**src/rtl/prt_dprx_lnk_sym_parse.sv**
```systemverilog
// RX single-lane SST link symbol parser: tracks BS/VB-ID/Mvid/Maud/BE/fill/SDP framing, emits active bytes.
// Latency 1 clk, all outputs registered; no backpressure (the PHY symbol stream never stalls).
module prt_dprx_lnk_sym_parse #(
    parameter int P_SPL   = 2,
    parameter int P_LEN_W = 16
) (
    input  logic                 LNK_CLK_IN,
    input  logic                 LNK_RST_IN,
    input  logic                 LNK_EN_IN,
    input  logic [P_SPL*11-1:0]  LNK_DAT_IN,
    output logic [P_SPL*8-1:0]   DAT_OUT,
    output logic [P_SPL-1:0]     DAT_VLD_OUT,
    output logic                 LOCK_OUT,
    output logic [7:0]           VBID_OUT,
    output logic                 VBID_UPD_OUT,
    output logic [7:0]           MVID_OUT,
    output logic                 VS_OUT,
    output logic                 SOF_OUT,
    output logic                 BS_OUT,
    output logic                 BE_OUT,
    output logic [P_LEN_W-1:0]   LINE_LEN_OUT,
    output logic                 LINE_LEN_UPD_OUT,
    output logic                 ERR_OUT
);
    localparam logic [2:0] S_IDLE   = 3'd0;
    localparam logic [2:0] S_VBID   = 3'd1;
    localparam logic [2:0] S_MVID   = 3'd2;
    localparam logic [2:0] S_MAUD   = 3'd3;
    localparam logic [2:0] S_BLANK  = 3'd4;
    localparam logic [2:0] S_SDP    = 3'd5;
    localparam logic [2:0] S_ACTIVE = 3'd6;
    localparam logic [2:0] S_FILL   = 3'd7;

    localparam logic [7:0] K_BS = 8'hBC;
    localparam logic [7:0] K_SR = 8'h1C;
    localparam logic [7:0] K_BE = 8'hFB;
    localparam logic [7:0] K_SS = 8'h5C;
    localparam logic [7:0] K_SE = 8'hFD;
    localparam logic [7:0] K_FS = 8'hFE;
    localparam logic [7:0] K_FE = 8'hF7;

    localparam logic [P_LEN_W-1:0] LEN_ONE = {{(P_LEN_W-1){1'b0}}, 1'b1};

    logic [2:0]         st_q, st_n;
    logic [P_LEN_W-1:0] cnt_q, cnt_n;
    logic               lock_n, vbid_upd_n, sof_n, bs_n, be_n, len_upd_n, err_n;
    logic [7:0]         vbid_n, mvid_n;
    logic [P_LEN_W-1:0] len_n;
    logic [P_SPL*8-1:0] dat_n;
    logic [P_SPL-1:0]   vld_n;
    logic               sym_k, fatal;
    logic [7:0]         sym_d;
    logic               unused_disp;

    // Disparity bits are consumed by the PHY decoder only.
    assign unused_disp = ^LNK_DAT_IN;
    assign VS_OUT      = VBID_OUT[0];

    always_comb begin
        st_n       = st_q;
        cnt_n      = cnt_q;
        lock_n     = LOCK_OUT;
        vbid_n     = VBID_OUT;
        mvid_n     = MVID_OUT;
        len_n      = LINE_LEN_OUT;
        dat_n      = '0;
        vld_n      = '0;
        vbid_upd_n = 1'b0;
        sof_n      = 1'b0;
        bs_n       = 1'b0;
        be_n       = 1'b0;
        len_upd_n  = 1'b0;
        err_n      = 1'b0;
        sym_k      = 1'b0;
        sym_d      = '0;
        fatal      = 1'b0;
        for (int j = 0; j < P_SPL; j++) begin
            sym_k            = LNK_DAT_IN[j*11+8];
            sym_d            = LNK_DAT_IN[j*11+:8];
            dat_n[j*8+:8]    = sym_d;
            fatal            = 1'b0;
            if (sym_k && (sym_d == K_BS || sym_d == K_SR)) begin
                bs_n = 1'b1;
                if (st_n == S_ACTIVE || st_n == S_FILL) begin
                    len_n     = cnt_n;
                    len_upd_n = 1'b1;
                    cnt_n     = '0;
                end
                st_n = S_VBID;
            end else if (st_n == S_IDLE) begin
                // Unlocked: wait silently for the next BS/SR.
            end else if (sym_k) begin
                case (sym_d)
                    K_BE: begin
                        be_n = 1'b1;
                        if (st_n == S_BLANK) st_n = S_ACTIVE;
                        else                 fatal = 1'b1;
                    end
                    K_SS:    if (st_n == S_BLANK)  st_n = S_SDP;    else fatal = 1'b1;
                    K_SE:    if (st_n == S_SDP)    st_n = S_BLANK;  else fatal = 1'b1;
                    K_FS:    if (st_n == S_ACTIVE) st_n = S_FILL;   else fatal = 1'b1;
                    K_FE:    if (st_n == S_FILL)   st_n = S_ACTIVE; else fatal = 1'b1;
                    default: err_n = 1'b1;
                endcase
            end else begin
                case (st_n)
                    S_VBID: begin
                        sof_n      = sof_n | (vbid_n[0] & ~sym_d[0]);
                        vbid_n     = sym_d;
                        vbid_upd_n = 1'b1;
                        st_n       = S_MVID;
                    end
                    S_MVID: begin
                        mvid_n = sym_d;
                        st_n   = S_MAUD;
                    end
                    S_MAUD: begin
                        lock_n = 1'b1;
                        st_n   = S_BLANK;
                    end
                    S_ACTIVE: begin
                        vld_n[j] = 1'b1;
                        if (cnt_n != '1) cnt_n = cnt_n + LEN_ONE;
                    end
                    default: ;
                endcase
            end
            if (fatal) begin
                err_n  = 1'b1;
                st_n   = S_IDLE;
                lock_n = 1'b0;
                cnt_n  = '0;
            end
        end
        // Lane disable drops lock quietly but keeps the last captured values.
        if (!LNK_EN_IN) begin
            st_n       = S_IDLE;
            cnt_n      = '0;
            lock_n     = 1'b0;
            vbid_n     = VBID_OUT;
            mvid_n     = MVID_OUT;
            len_n      = LINE_LEN_OUT;
            vld_n      = '0;
            vbid_upd_n = 1'b0;
            sof_n      = 1'b0;
            bs_n       = 1'b0;
            be_n       = 1'b0;
            len_upd_n  = 1'b0;
            err_n      = 1'b0;
        end
    end

    always_ff @(posedge LNK_CLK_IN or negedge LNK_RST_IN) begin
        if (!LNK_RST_IN) begin
            st_q             <= S_IDLE;
            cnt_q            <= '0;
            DAT_OUT          <= '0;
            DAT_VLD_OUT      <= '0;
            LOCK_OUT         <= 1'b0;
            VBID_OUT         <= '0;
            VBID_UPD_OUT     <= 1'b0;
            MVID_OUT         <= '0;
            SOF_OUT          <= 1'b0;
            BS_OUT           <= 1'b0;
            BE_OUT           <= 1'b0;
            LINE_LEN_OUT     <= '0;
            LINE_LEN_UPD_OUT <= 1'b0;
            ERR_OUT          <= 1'b0;
        end else begin
            st_q             <= st_n;
            cnt_q            <= cnt_n;
            DAT_OUT          <= dat_n;
            DAT_VLD_OUT      <= vld_n;
            LOCK_OUT         <= lock_n;
            VBID_OUT         <= vbid_n;
            VBID_UPD_OUT     <= vbid_upd_n;
            MVID_OUT         <= mvid_n;
            SOF_OUT          <= sof_n;
            BS_OUT           <= bs_n;
            BE_OUT           <= be_n;
            LINE_LEN_OUT     <= len_n;
            LINE_LEN_UPD_OUT <= len_upd_n;
            ERR_OUT          <= err_n;
        end
    end
endmodule

```
**config.mk**
```make
export PLATFORM = sky130hd
export DESIGN_NAME = prt_dprx_lnk_sym_parse
export DESIGN_NICKNAME = d
export VERILOG_FILES = /design/src/rtl/prt_dprx_lnk_sym_parse.sv
export SDC_FILE = /design/constraint.sdc
export NUM_CORES = 1
export LEC_CHECK = 0
export ABC_CLOCK_PERIOD_IN_PS = 10650
export CAP_MARGIN = 20
export CORE_UTILIZATION = 50
export DETAILED_ROUTE_END_ITERATION = 16
export MAX_ROUTING_LAYER = met4
export PLACE_DENSITY = 0.78
export SLEW_MARGIN = 20
export SYNTH_ARGS = -nofsm -noshare
export SYNTH_HDL_FRONTEND = slang
export SYNTH_SLANG_ARGS = --single-unit
```
**constraint.sdc**
```tcl
create_clock -name LNK_CLK_IN -period 10.65 [get_ports LNK_CLK_IN]
set_input_delay 2.13 -clock LNK_CLK_IN [delete_from_list [all_inputs] [get_ports LNK_CLK_IN]]
set_output_delay 2.13 -clock LNK_CLK_IN [all_outputs]
set_load 0.005 [all_outputs]
```
==> results of run 1 <==
-- synthesized netlist by cell type, types with 3 or more instances --
cell type / number
nor2_1: 67
clkbuf_1: 32
a21oi_1: 54
and2_1: 9
o21ai_1: 3
nand3b_1: 4
o22ai_1: 28
o211ai_1: 5
buf_6: 3
nor4_1: 11
buf_2: 5
a211oi_1: 3
or3b_1: 3
xor2_1: 5
nor2b_1: 7
or3_1: 10
nor4b_1: 3
and4b_1: 3
inv_1: 10
o2111ai_1: 5
a31o_2: 3
o21ai_0: 18
mux2i_1: 12
a31oi_1: 3
mux2_2: 5
o22a_1: 3
nor3_1: 14
a21o_1: 3
nand4_1: 8
and4_1: 9
or2_2: 3
xnor2_1: 4
a211o_1: 5
nor3b_1: 3
a22oi_1: 4
o31ai_1: 3
nand3_1: 20
and3_1: 6
nand2_1: 56
dfrtp_1: 76
-- cell families after synthesis --
kind of cell,count (synthesis)
and+or+nand+nor,253
DFF,76
muxes,18
xor gates and xnor gates,9
adders and majority gates,2
buffers and inverters,54
AOI/OAI and AO/OA,161
-- power by group through the flow --
stage	combinational, mW	sequential, mW	clock (mW)
floorplan	0.0202	0.311	0
global placement	0.0637	0.310	0
detailed placement	0.0651	0.310	0
CTS	0.0657	0.305	0.237
global route	0.0711	0.306	0.249
finish	0.0653	0.304	0.235
-- flip-flops by register name, indices dropped and copies added (netlist names) --
| register | flops |
|---|---|
| BE_OUT | 1 |
| BS_OUT | 1 |
| DAT_OUT | 16 |
| DAT_VLD_OUT | 2 |
| ERR_OUT | 1 |
| LINE_LEN_OUT | 16 |
| LINE_LEN_UPD_OUT | 1 |
| LOCK_OUT | 1 |
| MVID_OUT | 8 |
| SOF_OUT | 1 |
| VBID_OUT | 8 |
| VBID_UPD_OUT | 1 |
| cnt_q | 16 |
| st_q | 3 |
-- layout make-up --
| class | count | area [µm²] | share of cell area (%) |
|---|---|---|---|
| Clock inverter | 7 | 80.1 | 1.38 |
| Tap cell | 129 | 161 | 2.78 |
| Sequential cell | 76 | 1900 | 32.8 |
| Clock buffer | 9 | 124 | 2.13 |
| Inverter | 11 | 41.3 | 0.711 |
| Timing Repair Buffer | 82 | 808 | 13.9 |
| Multi-Input combinational cell | 443 | 2690 | 46.3 |
-- tightest hold or removal path: stages, from the launching register on --
cell and delay [ns]:
dfrtp_1 0.35, nor2_1 0.05, a21oi_1 0.10
-- worst max path at each step --
stage	start	to	slack, ns	cells after the start
after floorplan	LNK_DAT_IN[1]	cnt_q[10]	5.34	15
after global placement	LNK_DAT_IN[1]	cnt_q[10]	4.32	13
after detailed placement	LNK_DAT_IN[1]	cnt_q[10]	4.17	13
after CTS	LNK_DAT_IN[1]	cnt_q[10]	4.52	13
after global routing	LNK_DAT_IN[1]	cnt_q[10]	4.17	13
final	LNK_DAT_IN[1]	cnt_q[10]	4.37	13
-- stage by stage --
stage / instances / hold slack (ns) / instance area, µm²
final: 757 / 0.537 / 5810
after global routing: 757 / 0.575 / 5810
after CTS: 757 / 0.543 / 5810
after detailed placement: 741 / 0.517 / 5600
after global placement: 741 / 0.511 / 5600
after floorplan: 573 / 0.506 / 4820
-- per-layer routing --
layer / vias to the layer above / global-route usage (%)
li1: 2219 / -
met1: 2361 / 44.8
met2: 278 / 42.0
met3: 25 / 4.46
met4: 0 / 9.25
met5: - / -
-- placed cells by master, fill, tap and decap left out, drive strengths merged, types with 5 or more instances in the layout --
master / netlist / final
a21oi: 54 / 54
and3: 6 / 6
xor2: 5 / 5
inv: 10 / 14
mux2i: 12 / 12
nand3: 20 / 20
or3: 10 / 10
dfrtp: 76 / 76
and4: 9 / 9
nand4: 8 / 8
o2111ai: 5 / 5
nor2: 67 / 67
a211o: 5 / 5
and2: 11 / 11
nor4: 11 / 11
nand2: 56 / 56
o22ai: 28 / 28
o21ai: 21 / 21
nor2b: 7 / 7
clkbuf: 33 / 9
nor3: 17 / 17
o211ai: 5 / 5
buf: 10 / 5
clkdlybuf4s50: 0 / 77
a22oi: 5 / 5
mux2: 6 / 6
==> flow_results.xml, run 1 <==
<?xml version="1.0" encoding="UTF-8"?>
<metrics>
  <group name="status">
    <metric name="outcome" unit="">complete, no violations</metric>
  </group>
  <group name="power_and_ir_drop">
    <metric name="clock_power_share" unit="%">38.8</metric>
    <metric name="seq_power_share" unit="%">50.4</metric>
    <metric name="power.leakage" unit="nW">2.25</metric>
    <metric name="irDropWorstVdd" unit="µV">105</metric>
    <metric name="total_power" unit="mW">0.604</metric>
    <metric name="cell_internal_pwr" unit="mW">0.444</metric>
    <metric name="combPwrFrac" unit="%">10.8</metric>
    <metric name="power_switching" unit="mW">0.161</metric>
    <metric name="power_per_cell_area" unit="nW/µm²">104</metric>
    <metric name="power_switching_share" unit="%">26.6</metric>
  </group>
  <group name="place">
    <metric name="io_buffer_count" unit="">78</metric>
    <metric name="pre_cts_ws" unit="ns">4.17</metric>
    <metric name="gp_weighted_congestion" unit="">0.918</metric>
    <metric name="final_hpwl_from_detailed_placement" unit="mm">9.71</metric>
  </group>
  <group name="cts">
    <metric name="cts-resized-gates" unit="">0</metric>
    <metric name="clockRootBuffer" unit="">clkbuf_8</metric>
    <metric name="post_cts_buffers" unit="">0</metric>
    <metric name="tritoncts_buffer_count" unit="">9</metric>
    <metric name="cts_hold_repair.buffers" unit="">0</metric>
    <metric name="cts_buffer_depth" unit="">2</metric>
    <metric name="cts_sinks" unit="">76</metric>
    <metric name="clk_transition_reported_paths" unit="ns">0.08</metric>
    <metric name="clkLatencyLatePin" unit="ns">0.37</metric>
    <metric name="clock_tree.htree_level_count" unit="">3</metric>
    <metric name="cts_tree" unit="">done</metric>
  </group>
  <group name="synth">
    <metric name="synthesized_netlist_net_count" unit="">600</metric>
    <metric name="netlist_instances" unit="">573</metric>
    <metric name="synthXorXnorAreaFrac" unit="%">1.64</metric>
    <metric name="netlist.top_cell.by_area" unit="">dfrtp_1</metric>
    <metric name="yosysTopAreaCellShare" unit="%">39.4</metric>
    <metric name="synth_enable_flop_cells" unit="">0</metric>
    <metric name="portion_of_the_post_synthesis_area_used_by_sequential_elements" unit="%">39.4</metric>
    <metric name="netlist-cell-type-count" unit="">74</metric>
    <metric name="top_ff_cell_synth" unit="">dfrtp_1</metric>
    <metric name="yosys_warn_count" unit="">0</metric>
    <metric name="postSynthAreaPerCell" unit="µm²">8.41</metric>
    <metric name="arithmetic_cell_share_of_the_synthesized_area_counting_full_adders_half_adders_and_majority_gates" unit="%">0.519</metric>
    <metric name="synthSimpleGateAreaFrac" unit="%">27.8</metric>
    <metric name="synth_area" unit="µm²">4820</metric>
    <metric name="async_flop_share" unit="%">100</metric>
    <metric name="flop_and_latch_count_out_of_synthesis" unit="">76</metric>
    <metric name="ys_top_cells_by_area" unit="">dfrtp_1, a21oi_1, nor2_1</metric>
    <metric name="synth-compound-area-share" unit="%">21.7</metric>
    <metric name="main_combinational_cell_family_by_area_after_synthesis" unit="">simple AND/OR/NAND/NOR gates</metric>
    <metric name="synth_mux_area_share" unit="%">3.89</metric>
  </group>
  <group name="critical_path">
    <metric name="path_cells" unit="">clkdlybuf4s50_1, nor4b_1, o21ai_0, o211a_1, o21ai_1, a21oi_1, ha_1, inv_1, nor4_1, and4b_1, nor4_1, a211o_1, a21oi_1</metric>
    <metric name="critPathLaunchType" unit="">input port</metric>
    <metric name="critPathCaptureType" unit="">register</metric>
    <metric name="reg2reg_setup_slack" unit="ns">6.25</metric>
    <metric name="cpPeakStageDelay" unit="ns">0.79</metric>
    <metric name="worst_path_buf_inv" unit="">2</metric>
    <metric name="cp_slowest_cell" unit="">nor4b_1</metric>
    <metric name="worst-path-max-fanout" unit="">9</metric>
    <metric name="worstReg2RegEnd" unit="">cnt_q[10]</metric>
    <metric name="r2r_start" unit="">cnt_q[0]</metric>
    <metric name="worst_path_dominant_cell_family" unit="">simple AND/OR/NAND/NOR gates</metric>
    <metric name="worst_ep_arrival_time" unit="ns">6.48</metric>
    <metric name="req_time_crit_path" unit="ns">10.85</metric>
    <metric name="worst_r2r_path_depth" unit="">11</metric>
    <metric name="worst-setup-path-type" unit="">in -&gt; reg</metric>
  </group>
  <group name="grt">
    <metric name="via_count_of_the_first_global_routing_pass" unit="">4381</metric>
    <metric name="antenna_found_initial" unit="">0</metric>
    <metric name="gr-usage-all-layers" unit="%">30.0</metric>
    <metric name="grt_first_pass_wirelength" unit="mm">22.9</metric>
    <metric name="globalRoute.totalOverflow" unit="">0</metric>
    <metric name="pin_count_of_the_biggest_net_entering_global_routing" unit="">77</metric>
  </group>
  <group name="sta">
    <metric name="setup_viol" unit="">0</metric>
    <metric name="period_needed" unit="ns">6.28</metric>
    <metric name="postLayoutSetupSlackWorst" unit="ns">4.37</metric>
    <metric name="final_clock_period_utilization_by_the_worst_path" unit="%">58.9</metric>
    <metric name="hold_violations" unit="">0</metric>
    <metric name="worst_clock_skew" unit="ns">0.0147</metric>
    <metric name="timing_max_transition_violations_final" unit="">0</metric>
    <metric name="transition_at_the_pin_with_the_smallest_max_transition_slack" unit="ns">0.959</metric>
    <metric name="relSlewSlack" unit="%">36.1</metric>
    <metric name="grt_setup_unrepaired" unit="">no</metric>
    <metric name="max_freq" unit="MHz">159</metric>
    <metric name="tns_setup" unit="ns">0</metric>
  </group>
  <group name="routing">
    <metric name="routedWlPerCell" unit="µm">18.4</metric>
    <metric name="met1_length" unit="mm">6.48</metric>
    <metric name="routed_via_density" unit="">6.45</metric>
    <metric name="initial_drc_count" unit="">475</metric>
    <metric name="detail_route.wirelength" unit="mm">14.0</metric>
    <metric name="route.met2.wl" unit="mm">6.13</metric>
    <metric name="route.top_layer_used" unit="">met4</metric>
    <metric name="detailroute.via_count" unit="">4883</metric>
    <metric name="met3_length" unit="mm">1.11</metric>
    <metric name="drt_pass1_iterations" unit="">6</metric>
    <metric name="antenna_left" unit="">0</metric>
    <metric name="drc" unit="">0</metric>
  </group>
  <group name="floorplan">
    <metric name="initial_core_util" unit="%">51.9</metric>
    <metric name="fp.dieArea" unit="µm²">10000</metric>
    <metric name="num_rows" unit="">35</metric>
    <metric name="die_height" unit="µm">100</metric>
    <metric name="fp.coreArea" unit="µm²">9280</metric>
    <metric name="floorplan.die.width" unit="µm">100</metric>
    <metric name="floorplan.io_pins" unit="">83</metric>
  </group>
  <group name="layout">
    <metric name="ant_cells" unit="">0</metric>
    <metric name="final.fill_count" unit="">834</metric>
    <metric name="layout-drive-gt1-share" unit="%">7.17</metric>
    <metric name="layout.core_utilization" unit="%">62.5</metric>
    <metric name="area_growth_syn_to_layout" unit="%">20.5</metric>
    <metric name="final_net_count" unit="">650</metric>
  </group>
  <group name="min_path">
    <metric name="hold_critical_path_endpoint" unit="">LINE_LEN_OUT[2]</metric>
    <metric name="timing.hold.worst_path_depth" unit="">2</metric>
    <metric name="hold_path_class" unit="">reg -&gt; reg</metric>
    <metric name="worst_hold_startpoint" unit="">LINE_LEN_OUT[2]</metric>
  </group>
  <group name="job">
    <metric name="max_capacitance_violation_total" unit="">0</metric>
  </group>
</metrics>
Note: power is estimated with default switching activity, not from simulation.
==> inputs of run 2 (changes only) <==
--- a/config.mk
+++ b/config.mk
@@ -5,12 +5,12 @@
 export SDC_FILE = /design/constraint.sdc
 export NUM_CORES = 1
 export LEC_CHECK = 0
-export ABC_CLOCK_PERIOD_IN_PS = 10650
+export ABC_CLOCK_PERIOD_IN_PS = 5100
 export CAP_MARGIN = 20
-export CORE_UTILIZATION = 50
+export CORE_UTILIZATION = 49
 export DETAILED_ROUTE_END_ITERATION = 16
 export MAX_ROUTING_LAYER = met4
-export PLACE_DENSITY = 0.78
+export PLACE_DENSITY = 0.8
 export SLEW_MARGIN = 20
 export SYNTH_ARGS = -nofsm -noshare
 export SYNTH_HDL_FRONTEND = slang
==> constraint.sdc (replaced) <==
create_clock -name LNK_CLK_IN -period 5.1 [get_ports LNK_CLK_IN]
set_input_delay 1.02 -clock LNK_CLK_IN [delete_from_list [all_inputs] [get_ports LNK_CLK_IN]]
set_output_delay 1.02 -clock LNK_CLK_IN [all_outputs]
set_load 0.005 [all_outputs]
==> flow_results.xml, run 2 (synthesized netlist as in run 1, its figures left out) <==
<?xml version="1.0" encoding="UTF-8"?>
<metrics>
  <group name="routing">
    <metric name="detail_route.wirelength" unit="mm">13.9</metric>
    <metric name="antenna_left" unit="">0</metric>
    <metric name="routed_via_density" unit="">6.40</metric>
    <metric name="initial_drc_count" unit="">631</metric>
    <metric name="drc" unit="">0</metric>
    <metric name="routedWlPerCell" unit="µm">18.0</metric>
    <metric name="drt_pass1_iterations" unit="">7</metric>
    <metric name="detailroute.via_count" unit="">4942</metric>
  </group>
  <group name="floorplan">
    <metric name="fp.dieArea" unit="µm²">10200</metric>
    <metric name="die_height" unit="µm">101</metric>
    <metric name="floorplan.die.width" unit="µm">101</metric>
    <metric name="fp.coreArea" unit="µm²">9370</metric>
    <metric name="num_rows" unit="">35</metric>
    <metric name="initial_core_util" unit="%">51.4</metric>
    <metric name="floorplan.io_pins" unit="">83</metric>
  </group>
  <group name="critical_path">
    <metric name="worst_path_dominant_cell_family" unit="">simple AND/OR/NAND/NOR gates</metric>
    <metric name="worstReg2RegEnd" unit="">cnt_q[14]</metric>
    <metric name="reg2reg_setup_slack" unit="ns">0.79</metric>
    <metric name="r2r_start" unit="">cnt_q[0]</metric>
    <metric name="critPathCaptureType" unit="">register</metric>
    <metric name="cpPeakStageDelay" unit="ns">0.71</metric>
    <metric name="path_cells" unit="">clkdlybuf4s50_1, and4b_1, o21ai_0, o211a_1, or2_2, and2_1, ha_1, inv_1, nor4_1, and4b_1, nor4_1, nand3b_1, a21oi_1</metric>
    <metric name="worst_ep_arrival_time" unit="ns">4.79</metric>
    <metric name="req_time_crit_path" unit="ns">5.41</metric>
    <metric name="worst-path-max-fanout" unit="">9</metric>
    <metric name="cp_slowest_cell" unit="">clkdlybuf4s50_1</metric>
    <metric name="worst_path_buf_inv" unit="">2</metric>
    <metric name="critPathLaunchType" unit="">input port</metric>
    <metric name="worst-setup-path-type" unit="">in -&gt; reg</metric>
    <metric name="worst_r2r_path_depth" unit="">13</metric>
  </group>
  <group name="place">
    <metric name="gp_weighted_congestion" unit="">0.961</metric>
    <metric name="final_hpwl_from_detailed_placement" unit="mm">10.0</metric>
    <metric name="io_buffer_count" unit="">78</metric>
  </group>
  <group name="layout">
    <metric name="mostFrequentLayoutCells" unit="">clkdlybuf4s50_1, dfrtp_1, nor2_1, nand2_1, a21oi_1</metric>
    <metric name="ant_cells" unit="">0</metric>
    <metric name="layout_top_registers" unit="">DAT_OUT (16), LINE_LEN_OUT (16), cnt_q (16)</metric>
    <metric name="final_common_cell" unit="">clkdlybuf4s50_1</metric>
    <metric name="layout-drive-gt1-share" unit="%">9.02</metric>
    <metric name="final_net_count" unit="">665</metric>
    <metric name="area_growth_syn_to_layout" unit="%">22.2</metric>
  </group>
  <group name="sta">
    <metric name="hold_violations" unit="">0</metric>
    <metric name="worst_clock_skew" unit="ns">0.0115</metric>
    <metric name="transition_at_the_pin_with_the_smallest_max_transition_slack" unit="ns">0.932</metric>
    <metric name="grt_setup_unrepaired" unit="">no</metric>
    <metric name="timing_max_transition_violations_final" unit="">0</metric>
    <metric name="period_needed" unit="ns">4.48</metric>
    <metric name="tns_setup" unit="ns">0</metric>
    <metric name="setup_viol" unit="">0</metric>
    <metric name="max_freq" unit="MHz">223</metric>
    <metric name="relSlewSlack" unit="%">37.9</metric>
    <metric name="final_clock_period_utilization_by_the_worst_path" unit="%">87.9</metric>
  </group>
  <group name="cts">
    <metric name="clk_transition_reported_paths" unit="ns">0.09</metric>
    <metric name="clockRootBuffer" unit="">clkbuf_8</metric>
    <metric name="cts-resized-gates" unit="">0</metric>
    <metric name="cts_tree" unit="">done</metric>
    <metric name="cts_buffer_depth" unit="">2</metric>
    <metric name="cts_hold_repair.buffers" unit="">0</metric>
    <metric name="tritoncts_buffer_count" unit="">9</metric>
    <metric name="clock_tree.htree_level_count" unit="">3</metric>
    <metric name="post_cts_buffers" unit="">0</metric>
    <metric name="cts_sinks" unit="">76</metric>
    <metric name="clkLatencyLatePin" unit="ns">0.38</metric>
  </group>
  <group name="min_path">
    <metric name="worst_hold_startpoint" unit="">LINE_LEN_OUT[11]</metric>
    <metric name="hold_critical_path_endpoint" unit="">LINE_LEN_OUT[11]</metric>
    <metric name="timing.hold.worst_path_depth" unit="">1</metric>
    <metric name="hold_path_class" unit="">reg -&gt; reg</metric>
  </group>
  <group name="power_and_ir_drop">
    <metric name="total_power" unit="mW">1.22</metric>
    <metric name="irDropWorstVdd" unit="µV">140</metric>
    <metric name="power.leakage" unit="nW">2.30</metric>
    <metric name="power_per_cell_area" unit="nW/µm²">207</metric>
  </group>
  <group name="status">
    <metric name="outcome" unit="">complete, no violations</metric>
  </group>
  <group name="grt">
    <metric name="antenna_found_initial" unit="">0</metric>
    <metric name="via_count_of_the_first_global_routing_pass" unit="">4537</metric>
    <metric name="gr-usage-all-layers" unit="%">30.2</metric>
    <metric name="grt_first_pass_wirelength" unit="mm">23.3</metric>
    <metric name="pin_count_of_the_biggest_net_entering_global_routing" unit="">77</metric>
    <metric name="globalRoute.totalOverflow" unit="">0</metric>
  </group>
  <group name="job">
    <metric name="max_capacitance_violation_total" unit="">0</metric>
  </group>
</metrics>
## run 2: cell types whose count changed in the layout (fill, tap and decap cells not counted), sizes merged
| cell | delta |
|---|---|
| buf | +15 |
| bufinv | -1 |
| clkinvlp | +1 |
## run 2: layer usage
layer  global-route usage (%)  up-vias  wire length (µm)
met5                        -        -                 0
met4                     11.3        0               279
met3                     5.11       32              1260
met2                     42.5      287              6190
met1                     43.4     2364              6190
li1                         -     2259                 -
## run 2: how the worst max path moves through the flow
stage	from	end	slack [ns]	cells after the start
final	LNK_DAT_IN[3]	cnt_q[10]	0.62	13
after global routing	LNK_DAT_IN[3]	cnt_q[10]	0.30	13
after CTS	LNK_DAT_IN[3]	cnt_q[0]	0.65	13
after detailed placement	LNK_DAT_IN[3]	cnt_q[10]	0.27	13
after global placement	LNK_DAT_IN[3]	cnt_q[0]	0.40	13
after floorplan	LNK_DAT_IN[1]	cnt_q[10]	0.90	15
## run 2: power breakdown
part / leakage (nW) / internal [mW] / switching, mW / total [mW]
combinational: 1.20 / 0.0698 / 0.0675 / 0.137
sequential: 1.01 / 0.625 / 0.0124 / 0.637
clock: 0.0886 / 0.184 / 0.263 / 0.447
total: 2.30 / 0.879 / 0.343 / 1.22
## run 2: area by class of cell
class	instances	area (µm²)
Multi-Input combinational cell	443	2680
Clock buffer	9	124
Clock inverter	7	57.6
Inverter	11	41.3
Fill cell	823	3480
Tap cell	129	161
Timing Repair Buffer	97	921
Sequential cell	76	1900
## run 2: metrics by stage
stage / instances / hold WS, ns / utilization [%] / cell area (µm²) / setup slack [ns]
2_1_floorplan: 573 / 0.506 / - / 4820 / 0.899
3_5_place_dp: 756 / 0.498 / 60.9 / 5710 / 0.269
4_1_cts: 772 / 0.530 / 62.8 / 5890 / 0.652
5_1_grt: 772 / 0.559 / 62.8 / 5890 / 0.298
6_report: 772 / 0.530 / 62.8 / 5890 / 0.618
3_3_place_gp: 756 / 0.512 / 60.9 / 5710 / 0.398
